<file path="src/rtl/i2d_core_defines.sv">
// Shared core definitions: sequencer state encoding and iteration count
// for the multi-cycle multiply/divide unit.
package i2d_core_defines;

  localparam int unsigned MULDIV_ITER = 32;

  typedef enum logic [2:0] {
    MD_IDLE,
    MD_PREP,
    MD_RUN,
    MD_FIX,
    MD_DONE
  } muldiv_state_t;

endpackage

</file>
<file path="src/rtl/core_muldiv_step.sv">
// One iteration of the mul/div datapath on a 2*WIDTH accumulator:
// shift-add for multiply, restoring shift-subtract for divide.
module core_muldiv_step #(
  parameter int unsigned WIDTH = 32
) (
  input  logic               op_div,
  input  logic [2*WIDTH-1:0] acc_i,
  input  logic [WIDTH-1:0]   opnd_i,
  output logic [2*WIDTH-1:0] acc_o
);

  logic [WIDTH:0]   mul_sum;
  logic [WIDTH:0]   rem_sh;
  logic [WIDTH-1:0] rem_sub;
  logic             rem_ge;

  always_comb begin
    // multiply: acc = {partial, multiplier}; add on LSB then shift right
    mul_sum = {1'b0, acc_i[2*WIDTH-1:WIDTH]} + (acc_i[0] ? {1'b0, opnd_i} : '0);
    // divide: acc = {remainder, dividend}; remainder shifted left can need WIDTH+1 bits
    rem_sh  = acc_i[2*WIDTH-1:WIDTH-1];
    rem_ge  = (rem_sh >= {1'b0, opnd_i});
    rem_sub = rem_sh[WIDTH-1:0] - opnd_i;
    if (op_div) begin
      if (rem_ge) begin
        acc_o = {rem_sub, acc_i[WIDTH-2:0], 1'b1};
      end else begin
        acc_o = {acc_i[2*WIDTH-2:0], 1'b0};
      end
    end else begin
      acc_o = {mul_sum, acc_i[WIDTH-1:1]};
    end
  end

endmodule

</file>
<file path="src/rtl/core_muldiv_seq.sv">
// Sequential multiply/divide unit: IDLE -> PREP -> RUN (ITER steps) -> FIX -> DONE.
// Operates on magnitudes and re-applies the sign in FIX.
module core_muldiv_seq
  import i2d_core_defines::*;
#(
  parameter int unsigned WIDTH = 32,
  parameter int unsigned ITER  = MULDIV_ITER
) (
  input  logic             clk,
  input  logic             rst_n,
  input  logic             start,
  input  logic             op_div,
  input  logic             op_signed,
  input  logic [WIDTH-1:0] operand_a,
  input  logic [WIDTH-1:0] operand_b,
  input  logic             flush,
  output logic             busy,
  output logic             done,
  output logic [WIDTH-1:0] result,
  output logic             zf,
  output logic             div_zero
);

  muldiv_state_t      state_q, state_d;
  logic [5:0]         cnt_q, cnt_d;
  logic               op_div_q, op_div_d;
  logic               op_signed_q, op_signed_d;
  logic               sign_q, sign_d;
  logic [WIDTH-1:0]   a_q, a_d;
  logic [WIDTH-1:0]   b_q, b_d;
  logic [2*WIDTH-1:0] acc_q, acc_d;
  logic [WIDTH-1:0]   result_q, result_d;
  logic               zf_q, zf_d;
  logic               div_zero_q, div_zero_d;

  logic [WIDTH-1:0]   mag_a, mag_b, step_opnd, fixed;
  logic [2*WIDTH-1:0] step_acc;

  assign step_opnd = op_div_q ? b_q : a_q;

  core_muldiv_step #(
    .WIDTH(WIDTH)
  ) u_step (
    .op_div (op_div_q),
    .acc_i  (acc_q),
    .opnd_i (step_opnd),
    .acc_o  (step_acc)
  );

  always_comb begin
    mag_a = (op_signed_q && a_q[WIDTH-1]) ? (~a_q + WIDTH'(1)) : a_q;
    mag_b = (op_signed_q && b_q[WIDTH-1]) ? (~b_q + WIDTH'(1)) : b_q;
    fixed = sign_q ? (~acc_q[WIDTH-1:0] + WIDTH'(1)) : acc_q[WIDTH-1:0];

    state_d     = state_q;
    cnt_d       = cnt_q;
    op_div_d    = op_div_q;
    op_signed_d = op_signed_q;
    sign_d      = sign_q;
    a_d         = a_q;
    b_d         = b_q;
    acc_d       = acc_q;
    result_d    = result_q;
    zf_d        = zf_q;
    div_zero_d  = div_zero_q;

    if (flush && (state_q != MD_IDLE)) begin
      state_d = MD_IDLE;
      cnt_d   = '0;
    end else begin
      unique case (state_q)
        MD_IDLE: begin
          if (start && !flush) begin
            state_d     = MD_PREP;
            op_div_d    = op_div;
            op_signed_d = op_signed;
            a_d         = operand_a;
            b_d         = operand_b;
          end
        end
        MD_PREP: begin
          a_d    = mag_a;
          b_d    = mag_b;
          sign_d = op_signed_q & (a_q[WIDTH-1] ^ b_q[WIDTH-1]);
          acc_d  = op_div_q ? {{WIDTH{1'b0}}, mag_a} : {{WIDTH{1'b0}}, mag_b};
          cnt_d  = '0;
          if (op_div_q && (b_q == '0)) begin
            state_d    = MD_DONE;
            result_d   = '1;
            zf_d       = 1'b0;
            div_zero_d = 1'b1;
          end else begin
            state_d = MD_RUN;
          end
        end
        MD_RUN: begin
          acc_d = step_acc;
          if (cnt_q == 6'(ITER - 1)) begin
            cnt_d   = '0;
            state_d = MD_FIX;
          end else begin
            cnt_d = cnt_q + 6'd1;
          end
        end
        MD_FIX: begin
          // outputs load on entry to DONE so they are valid alongside done
          state_d    = MD_DONE;
          result_d   = fixed;
          zf_d       = (fixed == '0);
          div_zero_d = 1'b0;
        end
        MD_DONE: begin
          state_d = MD_IDLE;
        end
        default: begin
          state_d = MD_IDLE;
        end
      endcase
    end
  end

  always_ff @(posedge clk) begin
    if (!rst_n) begin
      state_q     <= MD_IDLE;
      cnt_q       <= '0;
      op_div_q    <= 1'b0;
      op_signed_q <= 1'b0;
      sign_q      <= 1'b0;
      a_q         <= '0;
      b_q         <= '0;
      acc_q       <= '0;
      result_q    <= '0;
      zf_q        <= 1'b1;
      div_zero_q  <= 1'b0;
    end else begin
      state_q     <= state_d;
      cnt_q       <= cnt_d;
      op_div_q    <= op_div_d;
      op_signed_q <= op_signed_d;
      sign_q      <= sign_d;
      a_q         <= a_d;
      b_q         <= b_d;
      acc_q       <= acc_d;
      result_q    <= result_d;
      zf_q        <= zf_d;
      div_zero_q  <= div_zero_d;
    end
  end

  assign busy     = (state_q != MD_IDLE);
  assign done     = (state_q == MD_DONE);
  assign result   = result_q;
  assign zf       = zf_q;
  assign div_zero = div_zero_q;

endmodule
</file>
<file path="config.mk">
export PLATFORM = sky130hd
export DESIGN_NAME = core_muldiv_seq
export DESIGN_NICKNAME = d
export VERILOG_FILES = /design/src/rtl/i2d_core_defines.sv /design/src/rtl/core_muldiv_step.sv /design/src/rtl/core_muldiv_seq.sv
export SDC_FILE = /design/constraint.sdc
export NUM_CORES = 1
export LEC_CHECK = 0
export ABC_AREA = 1
export BUFFER_PORTS_ARGS = -buffer_cell sky130_fd_sc_hd__buf_2
export CAP_MARGIN = 20
export CORE_MARGIN = 10
export CORE_UTILIZATION = 29
export DETAILED_ROUTE_END_ITERATION = 8
export SETUP_SLACK_MARGIN = 0.3
export SYNTH_ARGS = -nofsm -noshare
export SYNTH_HDL_FRONTEND = slang
export SYNTH_SLANG_ARGS = --single-unit
</file>
<file path="constraint.sdc">
create_clock -name clk -period 9.6 [get_ports clk]
set_clock_uncertainty 0.2 [all_clocks]
set_input_delay 0.48 -clock clk [delete_from_list [all_inputs] [get_ports clk]]
set_output_delay 0.48 -clock clk [all_outputs]
set_load 0.005 [all_outputs]
</file>
After elaboration in Yosys (flattened, before gate mapping)
Index checks and enable logic that the tools add are counted.
Storage, ports and cells
  register bits: 174
  bits in latches: 0
  bits in writable memories: 0
  memory bits (read-only): 0
  bits of input ports: 70
  output and inout bits: 36
  word-level logic and storage cells: 78
  memories: 0
Operators by class
  $add $sub $neg: 6
  multiply operators: 0
  divide/modulo/power cells: 0
  magnitude comparators: 1
  equality and inequality tests: 8
  shift-type cells: 0
  mux-type cells: 25
  bitwise logic cells: 7
  reductions and logical operators: 20
Operators by type and width (count)
  2-to-1 mux 32 bit: 9
  one-hot mux 32 bit (2 select lines): 3
  2-to-1 mux 64 bit: 2
  one-hot mux 64 bit (2 select lines): 1
  adder 32 x 1 -> 32 bit (second input constant): 3
  NOT 32 bit: 3
  logical NOT 32 bit: 2
  adder 32 x 33 -> 33 bit: 1
  greater-or-equal comparator 33 x 32 -> 1 bit: 1
  subtractor 32 bit: 1
  one-hot mux 3 bit (4 select lines): 1
  one-hot mux 6 bit (2 select lines): 1
  2-to-1 mux 3 bit: 3
  AND reduction 3 bit: 3
  adder 6 x 1 -> 6 bit (second input constant): 1
  equality test 3 x 2 -> 1 bit (second input constant): 2
  equality test 6 x 5 -> 1 bit (second input constant): 1
  2-to-1 mux 6 bit: 1
  != test 2 bit (second input constant): 3
  AND reduction 2 bit: 3
  nonzero test 2 bit: 3
  logical AND 1 bit: 5
  one-hot mux 1 bit (2 select lines): 2
  equality test 3 x 1 -> 1 bit (second input constant): 1
  other kinds (9): 11

Longest topological paths before layout
Gate-level depths: netlist of the first run.
  word-level depth: 5
  depth in mapped cells: 22
  gate-level depth less buffers: 19

Modules after synthesis
From an unflattened synthesis of the first run, not the netlist that was laid out.
Second synthesis, totals
  cell total of the unflattened synthesis: 2953
  area, all modules: 16659.7 sq um
Modules (own cells, without submodules)
  core_muldiv_seq: times used 1, cells an instance 1679, area each 10552.6 sq um, seq. area each 3483.3 sq um
  core_muldiv_step: times used 1, cells an instance 1274, area each 6107.1 sq um, seq. area each 0.0 sq um

Worst setup path after synthesis of the first run
No wires, ideal clock.
  kind: register -> register
  from: register op_div_q
  to: register acc_q[63]
  setup time: 70 ps
  data arrival time: 3011 ps
  required time: 9330 ps
  slack: 6318 ps
  stages on the path, launching flop included: 23
  buffers on the path: 3
  period minus slack after synthesis: 3282 ps
  cells stage by stage: dfxtp_1 buf_2 inv_1 clkbuf_1 clkbuf_1 nand2_1 a21oi_1 ha_1 inv_1 fa_1 o21ai_1 nand2_1 nand2_1 nand2_1 nand2_1 nand2_1 nand2_1 nand2_1 nand2_1 nand2_1 inv_1 nand2_1 a21oi_1
Between the ends
  cells in the longest elaborated chain, start to end: 5
  elaborated cells between the ends (all ways): 8
  those cells by class: add/sub: 2; order compare: 1; mux: 5
Ends and longest elaborated chain
  start: declaration: line core_muldiv_seq.sv:26  | logic op_div_q, op_div_d;
  start signal: assignment: line core_muldiv_seq.sv:138  | op_div_q <= op_div_d;
  2-to-1 mux 32 bit: line core_muldiv_seq.sv:39  | assign step_opnd = op_div_q ? b_q : a_q;
  2-to-1 mux 32 bit, or another cell as far along: line core_muldiv_step.sv:19  | mul_sum = {1'b0, acc_i[2*WIDTH-1:WIDTH]} + (acc_i[0] ? {1'b0, opnd_i} : '0);
  adder 32 x 33 -> 33 bit or 2-to-1 mux 64 bit (tied branches): line core_muldiv_step.sv:19, core_muldiv_step.sv:25
  2-to-1 mux 64 bit *: line core_muldiv_step.sv:24  | if (op_div) begin
  one-hot mux 64 bit (2 select lines) *: line core_muldiv_seq.sv:71  | unique case (state_q)
  end signal: assignment: line core_muldiv_seq.sv:131  | acc_q <= '0;
  end signal: assignment: line core_muldiv_seq.sv:143  | acc_q <= acc_d;
  end: declaration: line core_muldiv_seq.sv:31  | logic [2*WIDTH-1:0] acc_q, acc_d;
Every way passes the cells marked *; elsewhere a longest branch is shown, timed or not.
A chain may end at the register's enable or synchronous reset.

Final worst setup path of the first run
  from: register op_div_q
  to: register acc_q[32]
Same word-level chain as after synthesis.

==> results.sh, run 1 <==
export IMPL_numPlacedInstances=3605
export IMPL_cts_root_buffer_cell="sky130_fd_sc_hd__clkbuf_16"
export IMPL_avgSynthCellArea_um2=5.70
export IMPL_grt_start_max_net_pins=91
export IMPL_final_setup_viol_count=0
export IMPL_post_synth_main_area_contributors="sky130_fd_sc_hd__dfxtp_1, sky130_fd_sc_hd__nand2_1, sky130_fd_sc_hd__nand3_1"
export IMPL_drv_max_cap_violation_count=0
export IMPL_critical_path_startpoint="op_div_q"
export IMPL_design_final_nets=3017
export IMPL_worst_skew_pair_late_latency_ns=0.47
export IMPL_top_level_ports=106
export IMPL_grt_total_usage_pct=18.5
export IMPL_fp_dieArea_um2=66000
export IMPL_initial_detailed_routing_violation_count=1944
export IMPL_post_synth_inst_count=2855
export IMPL_timing_rr_start="op_div_q"
export IMPL_cts_reportedPaths_clkPinSlew_ns=0.08
export IMPL_synth_warnings=0
export IMPL_timing_worst_setup_path_type="register to register"
export IMPL_cts_htree_levels=4
export IMPL_fin_total_pwr_w=0.00526
export IMPL_dp_slack_ns=4.96
export IMPL_yosys_cell_count_top_type="sky130_fd_sc_hd__nand2_1"
export IMPL_place_detailed_hpwl_um=49900
export IMPL_ir_drop_mv=0.150
export IMPL_synth_top_cell_by_area="sky130_fd_sc_hd__dfxtp_1"
export IMPL_std_cell_rows=86
export IMPL_register_to_register_setup_slack_ns=4.95
export IMPL_slew_viol_final=0
export IMPL_power_density_nw_per_um2=294
export IMPL_clock_fmax_mhz=215
export IMPL_detail_route_drc_violations=0
export IMPL_wire_length_of_the_first_global_routing_pass_um=97400
export IMPL_cts_buffers=17
export IMPL_post_cts_buffers=0
export IMPL_finalSetupTns_ns=0
export IMPL_worst_setup_path_endpoint="acc_q[32]"
export IMPL_initial_core_util_pct=29.4
export IMPL_r2r_end="acc_q[32]"
export IMPL_area_added_between_synthesis_and_finish_pct=10.1
export IMPL_synth_top_cells_by_count="sky130_fd_sc_hd__nand2_1, sky130_fd_sc_hd__inv_1, sky130_fd_sc_hd__nand3_1, sky130_fd_sc_hd__nor2_1, sky130_fd_sc_hd__a21oi_1"
export IMPL_place_congestion=1.00
export IMPL_status="finished clean"
export IMPL_floorplan_die_height_um=257
export IMPL_wl_per_cell_um=17.6
export IMPL_critical_path_endpoint_category="register"
export IMPL_drt_vias_per_instance=5.19
export IMPL_postCtsResizedCells=0
export IMPL_timing_reg2reg_worst_path_depth=16
export IMPL_vias_in_the_first_global_route=17000
export IMPL_fin_cells=3638
export IMPL_global_route_overflow_total=0
export IMPL_wl_um=63900
export IMPL_grt_setup_unrepaired="false"
export IMPL_antenna_violating_nets_post_route=0
export IMPL_core_region_area_um2=55300
export IMPL_leakage_nw=8.29
export IMPL_post_route_period_util_pct=48.5
export IMPL_timing_worst_slew_pin_value_ns=1.15
export IMPL_yosys_register_bits=174
export IMPL_cts_tree="done"
export IMPL_number_of_flops_mapped_to_enable_cells_by_yosys=0
export IMPL_synth_yosys_seq_area_share_pct=21.4
export IMPL_first_pass_iters=6
export IMPL_timing_critical_path_required_ns=9.71
export IMPL_ys_types=46
export IMPL_syn_num_nets=2996
export IMPL_ctsHoldBuffers=0
export IMPL_numClockSinks=174
export IMPL_holdWs_ns=0.0392
export IMPL_maxSlewHeadroom_pct=23.6
export IMPL_antenna_found_initial=2
export IMPL_hold_viol=0
export IMPL_syn_cell_area_um2=16300
export IMPL_chipWidth_um=257
export IMPL_min_delay_path_class="primary input to register"
export IMPL_vias=18900
export IMPL_synth_top_area_share_pct=21.4
export IMPL_port_buffers=105
export IMPL_crit_path_start_kind="register"
export IMPL_synth_async_sr_flop_share_pct=0
export IMPL_final_setup_worst_slack_ns=4.95
export IMPL_arrival_ns=4.77
export IMPL_critical_path_peak_fanout=63
export IMPL_ys_dominant_reg_cell="sky130_fd_sc_hd__dfxtp_1"
export IMPL_clockBufferDepth=2
export IMPL_layout_drive_gt1_share_pct=7.17
export IMPL_post_route_min_period_ns=4.65
-- metal layers --
metal	vias to the layer above	wire, µm	global-route usage (%)
met4	4	1760	6.00
li1	9422	-	-
met2	669	28500	29.1
met3	94	4250	3.06
met1	8707	29300	25.1
met5	-	23	0
-- worst max-delay path: stages, from the launching register on --
cell	delay (ns)
sky130_fd_sc_hd__dfxtp_4	0.71
sky130_fd_sc_hd__buf_4	0.63
sky130_fd_sc_hd__buf_4	0.53
sky130_fd_sc_hd__o21ai_0	0.31
sky130_fd_sc_hd__ha_1	0.47
sky130_fd_sc_hd__nand2_1	0.11
sky130_fd_sc_hd__nor2_1	0.04
sky130_fd_sc_hd__nand3_1	0.08
sky130_fd_sc_hd__nor2_1	0.04
sky130_fd_sc_hd__nand2_1	0.06
sky130_fd_sc_hd__nand2_2	0.06
sky130_fd_sc_hd__nor2_4	0.42
sky130_fd_sc_hd__nand2_8	0.25
sky130_fd_sc_hd__inv_2	0.26
sky130_fd_sc_hd__nor2_1	0.06
sky130_fd_sc_hd__o21ai_0	0.16
sky130_fd_sc_hd__a21oi_1	0.08
-- report_power, final --
part / internal [W] / switching, W / total (W)
sequential: 0.000927 / 0.000232 / 0.00116
clock: 0.000370 / 0.000352 / 0.000723
combinational: 0.000971 / 0.00241 / 0.00338
-- registers in the layout (all words and copies together) (netlist names), 3 cells and up --
register,cells
b_q,32
state_q,3
result,32
acc_q,64
a_q,32
cnt_q,6
-- final cells by class --
class	instances	area (µm²)
fillers	6354	37400
multi-input cells	2220	11000
flip-flops and latches	174	3490
inverters	344	1290
well taps	748	936
repair buffers	119	631
clock buffers	19	443
clock inverters	13	133
diodes	1	2.50
-- how the worst min path moves through the flow --
stage	from	end	slack, ns	cells after the start
2_1_floorplan	b_q[1]	b_q[1]	0.24	2
3_3_place_gp	b_q[1]	b_q[1]	0.25	2
3_5_place_dp	zf	zf	0.26	2
4_1_cts	op_signed	op_signed_q	0.04	3
5_1_grt	op_signed	op_signed_q	0.08	3
6_report	op_signed	op_signed_q	0.04	3
-- layout by cell type, fill, tap and decap left out, types with 3 or more instances in the layout --
cell type / n
sky130_fd_sc_hd__nand2_1: 858
sky130_fd_sc_hd__inv_1: 331
sky130_fd_sc_hd__nand3_1: 291
sky130_fd_sc_hd__nor2_1: 282
sky130_fd_sc_hd__a21oi_1: 216
sky130_fd_sc_hd__dfxtp_1: 173
sky130_fd_sc_hd__o21ai_0: 169
sky130_fd_sc_hd__buf_2: 105
sky130_fd_sc_hd__ha_1: 69
sky130_fd_sc_hd__xor2_1: 58
sky130_fd_sc_hd__o211ai_1: 53
sky130_fd_sc_hd__a31oi_1: 42
sky130_fd_sc_hd__nand4_1: 35
sky130_fd_sc_hd__a221oi_1: 23
sky130_fd_sc_hd__nor3_1: 22
sky130_fd_sc_hd__clkbuf_16: 17
sky130_fd_sc_hd__or2_2: 14
sky130_fd_sc_hd__nand3b_1: 14
sky130_fd_sc_hd__buf_4: 14
sky130_fd_sc_hd__o21bai_1: 13
sky130_fd_sc_hd__nor2_2: 12
sky130_fd_sc_hd__inv_2: 11
sky130_fd_sc_hd__o21ai_1: 9
sky130_fd_sc_hd__nand2_2: 7
sky130_fd_sc_hd__nor4_1: 5
sky130_fd_sc_hd__o221a_2: 3
sky130_fd_sc_hd__nor2_4: 3
sky130_fd_sc_hd__a21o_1: 3
sky130_fd_sc_hd__o21a_1: 3
sky130_fd_sc_hd__inv_6: 3
sky130_fd_sc_hd__clkinv_4: 3
sky130_fd_sc_hd__clkinv_2: 3
-- cell families (layout without fill, tap and decap cells) --
| kind of cell | count (synthesis) | count (layout) | share of synthesized area [%] |
|---|---|---|---|
| AO/OA/AOI/OAI | 540 | 540 | 18.8 |
| XOR/XNOR | 59 | 59 | 3.18 |
| adder cells (fa/ha/maj) | 71 | 71 | 5.55 |
| buffers and inverters | 461 | 495 | 11.1 |
| flip-flops | 174 | 174 | 21.4 |
| other | 0 | 1 | 0 |
| AND/OR/NAND/NOR | 1550 | 1550 | 40.0 |
-- through the flow --
stage,cell area [µm²],utilization (%)
4_1_cts,17900,32.4
2_1_floorplan,16300,-
3_5_place_dp,17300,31.3
5_1_grt,17900,32.4
3_3_place_gp,17300,31.3
6_report,17900,32.4
Note: power is estimated with default switching activity, not from simulation.
==> run 2, diff against run 1 <==
- clock period: 9.6 -> 4.6 ns (I/O delays scaled with it)
==> results.sh, run 2 (synthesized netlist as in run 1, its figures left out) <==
export IMPL_status="finished clean"
export IMPL_wl_per_cell_um=17.3
export IMPL_numPlacedInstances=3614
export IMPL_postCtsResizedCells=0
export IMPL_final_setup_viol_count=0
export IMPL_design_final_nets=3081
export IMPL_drt_vias_per_instance=5.15
export IMPL_cts_reportedPaths_clkPinSlew_ns=0.08
export IMPL_cts_tree="done"
export IMPL_most_common_layout_cells="sky130_fd_sc_hd__nand2_1, sky130_fd_sc_hd__inv_1, sky130_fd_sc_hd__nand3_1, sky130_fd_sc_hd__nor2_1, sky130_fd_sc_hd__a21oi_1"
export IMPL_slew_viol_final=0
export IMPL_regMostFlops="acc_q"
export IMPL_layout_commonest_cell="sky130_fd_sc_hd__nand2_1"
export IMPL_num_fill_cells=6303
export IMPL_std_cell_rows=86
export IMPL_place_detailed_hpwl_um=50000
export IMPL_post_route_min_period_ns=3.99
export IMPL_grt_busiest_layer="met2"
export IMPL_timing_critical_path_required_ns=4.74
export IMPL_finalSetupTns_ns=0
export IMPL_grt_start_max_net_pins=93
export IMPL_worst_skew_pair_late_latency_ns=0.47
export IMPL_fin_area_um2=18600
export IMPL_initial_detailed_routing_violation_count=1887
export IMPL_largest_reg_flops=64
export IMPL_fin_cells=3700
export IMPL_fp_dieArea_um2=66000
export IMPL_post_route_period_util_pct=86.7
export IMPL_antenna_found_initial=1
export IMPL_first_pass_iters=7
export IMPL_place_congestion=0.990
export IMPL_ctsHoldBuffers=55
export IMPL_post_cts_buffers=0
export IMPL_wire_length_of_the_first_global_routing_pass_um=97800
export IMPL_chipWidth_um=257
export IMPL_placed_area_um2=17400
export IMPL_floorplan_die_height_um=257
export IMPL_grt_total_usage_pct=18.4
export IMPL_maxSlewHeadroom_pct=21.8
export IMPL_crit_path_start_kind="register"
export IMPL_critical_path_endpoint_category="register"
export IMPL_critical_path_peak_fanout=53
export IMPL_min_delay_path_class="primary input to register"
export IMPL_met2_usage_pct=29.6
export IMPL_grt_setup_unrepaired="false"
export IMPL_ir_drop_mv=0.356
export IMPL_drv_max_cap_violation_count=0
export IMPL_leakage_nw=8.56
export IMPL_top_level_ports=106
export IMPL_cts_root_buffer_cell="sky130_fd_sc_hd__clkbuf_16"
export IMPL_vias=19100
export IMPL_numClockSinks=174
export IMPL_layout_drive_gt1_share_pct=7.28
export IMPL_antenna_cells=0
export IMPL_global_route_overflow_total=0
export IMPL_power_density_nw_per_um2=596
export IMPL_clockBufferDepth=2
export IMPL_global_route_usage_met3_pct=3.00
export IMPL_area_added_between_synthesis_and_finish_pct=14.1
export IMPL_vias_in_the_first_global_route=17200
export IMPL_cts_buffers=17
export IMPL_hold_viol=0
export IMPL_initial_core_util_pct=29.4
export IMPL_final_core_utilization_pct=33.6
export IMPL_wl_um=63900
export IMPL_detail_route_drc_violations=0
export IMPL_timing_worst_setup_path_type="register to register"
export IMPL_clock_fmax_mhz=251
export IMPL_globalRouteMet1Util_pct=24.9
export IMPL_core_region_area_um2=55300
export IMPL_port_buffers=105
export IMPL_arrival_ns=4.13
export IMPL_fin_total_pwr_w=0.0111
export IMPL_antenna_violating_nets_post_route=0
export IMPL_timing_worst_slew_pin_value_ns=1.17
export IMPL_cts_htree_levels=4
-- run 2: cell types whose count changed in the layout (fill, tap and decap cells not counted), sizes merged --
cell,previous run,this run
bufinv,1,2
inv,346,345
clkbuf,19,20
clkinv,9,4
diode,1,0
buf,119,128
clkinvlp,1,4
dlygate4sd3,0,55
-- run 2: final timing paths --
check | to | from | cells after the start | slack, ns
max | acc_q[32] | op_div_q | 15 | 0.61
min | b_q[4] | operand_b[4] | 3 | 0.00001
max reg2reg | acc_q[32] | op_div_q | 15 | 0.61
min reg2reg | b_q[1] | b_q[1] | 2 | 0.27
-- run 2: through the flow --
stage               hold slack, ns  worst slack, ns
floorplan                    0.165             1.32
global placement             0.253            0.790
detailed placement           0.258            0.743
CTS                         0.0110            0.725
global route                0.0136            0.369
finish                   0.0000140            0.611
-- run 2: layer usage --
layer  vias up  routed length, µm
met5         -                 12
met4         2               1520
met3        76               4410
met2       657              28900
met1      8774              29100
li1       9547                  -
-- run 2: critical path, stage by stage (launching register included) --
cell	delay, ns
sky130_fd_sc_hd__dfxtp_4	0.51
sky130_fd_sc_hd__buf_4	0.28
sky130_fd_sc_hd__o21ai_0	0.55
sky130_fd_sc_hd__ha_1	0.48
sky130_fd_sc_hd__nand2_1	0.12
sky130_fd_sc_hd__nand2_1	0.07
sky130_fd_sc_hd__nand2_1	0.06
sky130_fd_sc_hd__nand2_1	0.05
sky130_fd_sc_hd__a21oi_1	0.17
sky130_fd_sc_hd__nand2_2	0.09
sky130_fd_sc_hd__nor2_4	0.43
sky130_fd_sc_hd__nand2_8	0.23
sky130_fd_sc_hd__inv_2	0.25
sky130_fd_sc_hd__nor2_1	0.06
sky130_fd_sc_hd__o21ai_0	0.16
sky130_fd_sc_hd__a21oi_1	0.08
-- run 2: power by group --
part           internal, W  switching [W]
Sequential         0.00193       0.000485
Combinational      0.00208        0.00500
Clock             0.000833       0.000713
Total              0.00485        0.00620
-- run 2: cell type report --
cell class / count / area [µm²] / area share (%)
repair buffers: 183 / 1260 / 6.80
clock inverters: 11 / 133 / 0.715
inverters: 344 / 1290 / 6.96
clock buffers: 20 / 457 / 2.46
flip-flops and latches: 174 / 3490 / 18.8
multi-input cells: 2220 / 11000 / 59.2
well taps: 748 / 936 / 5.04
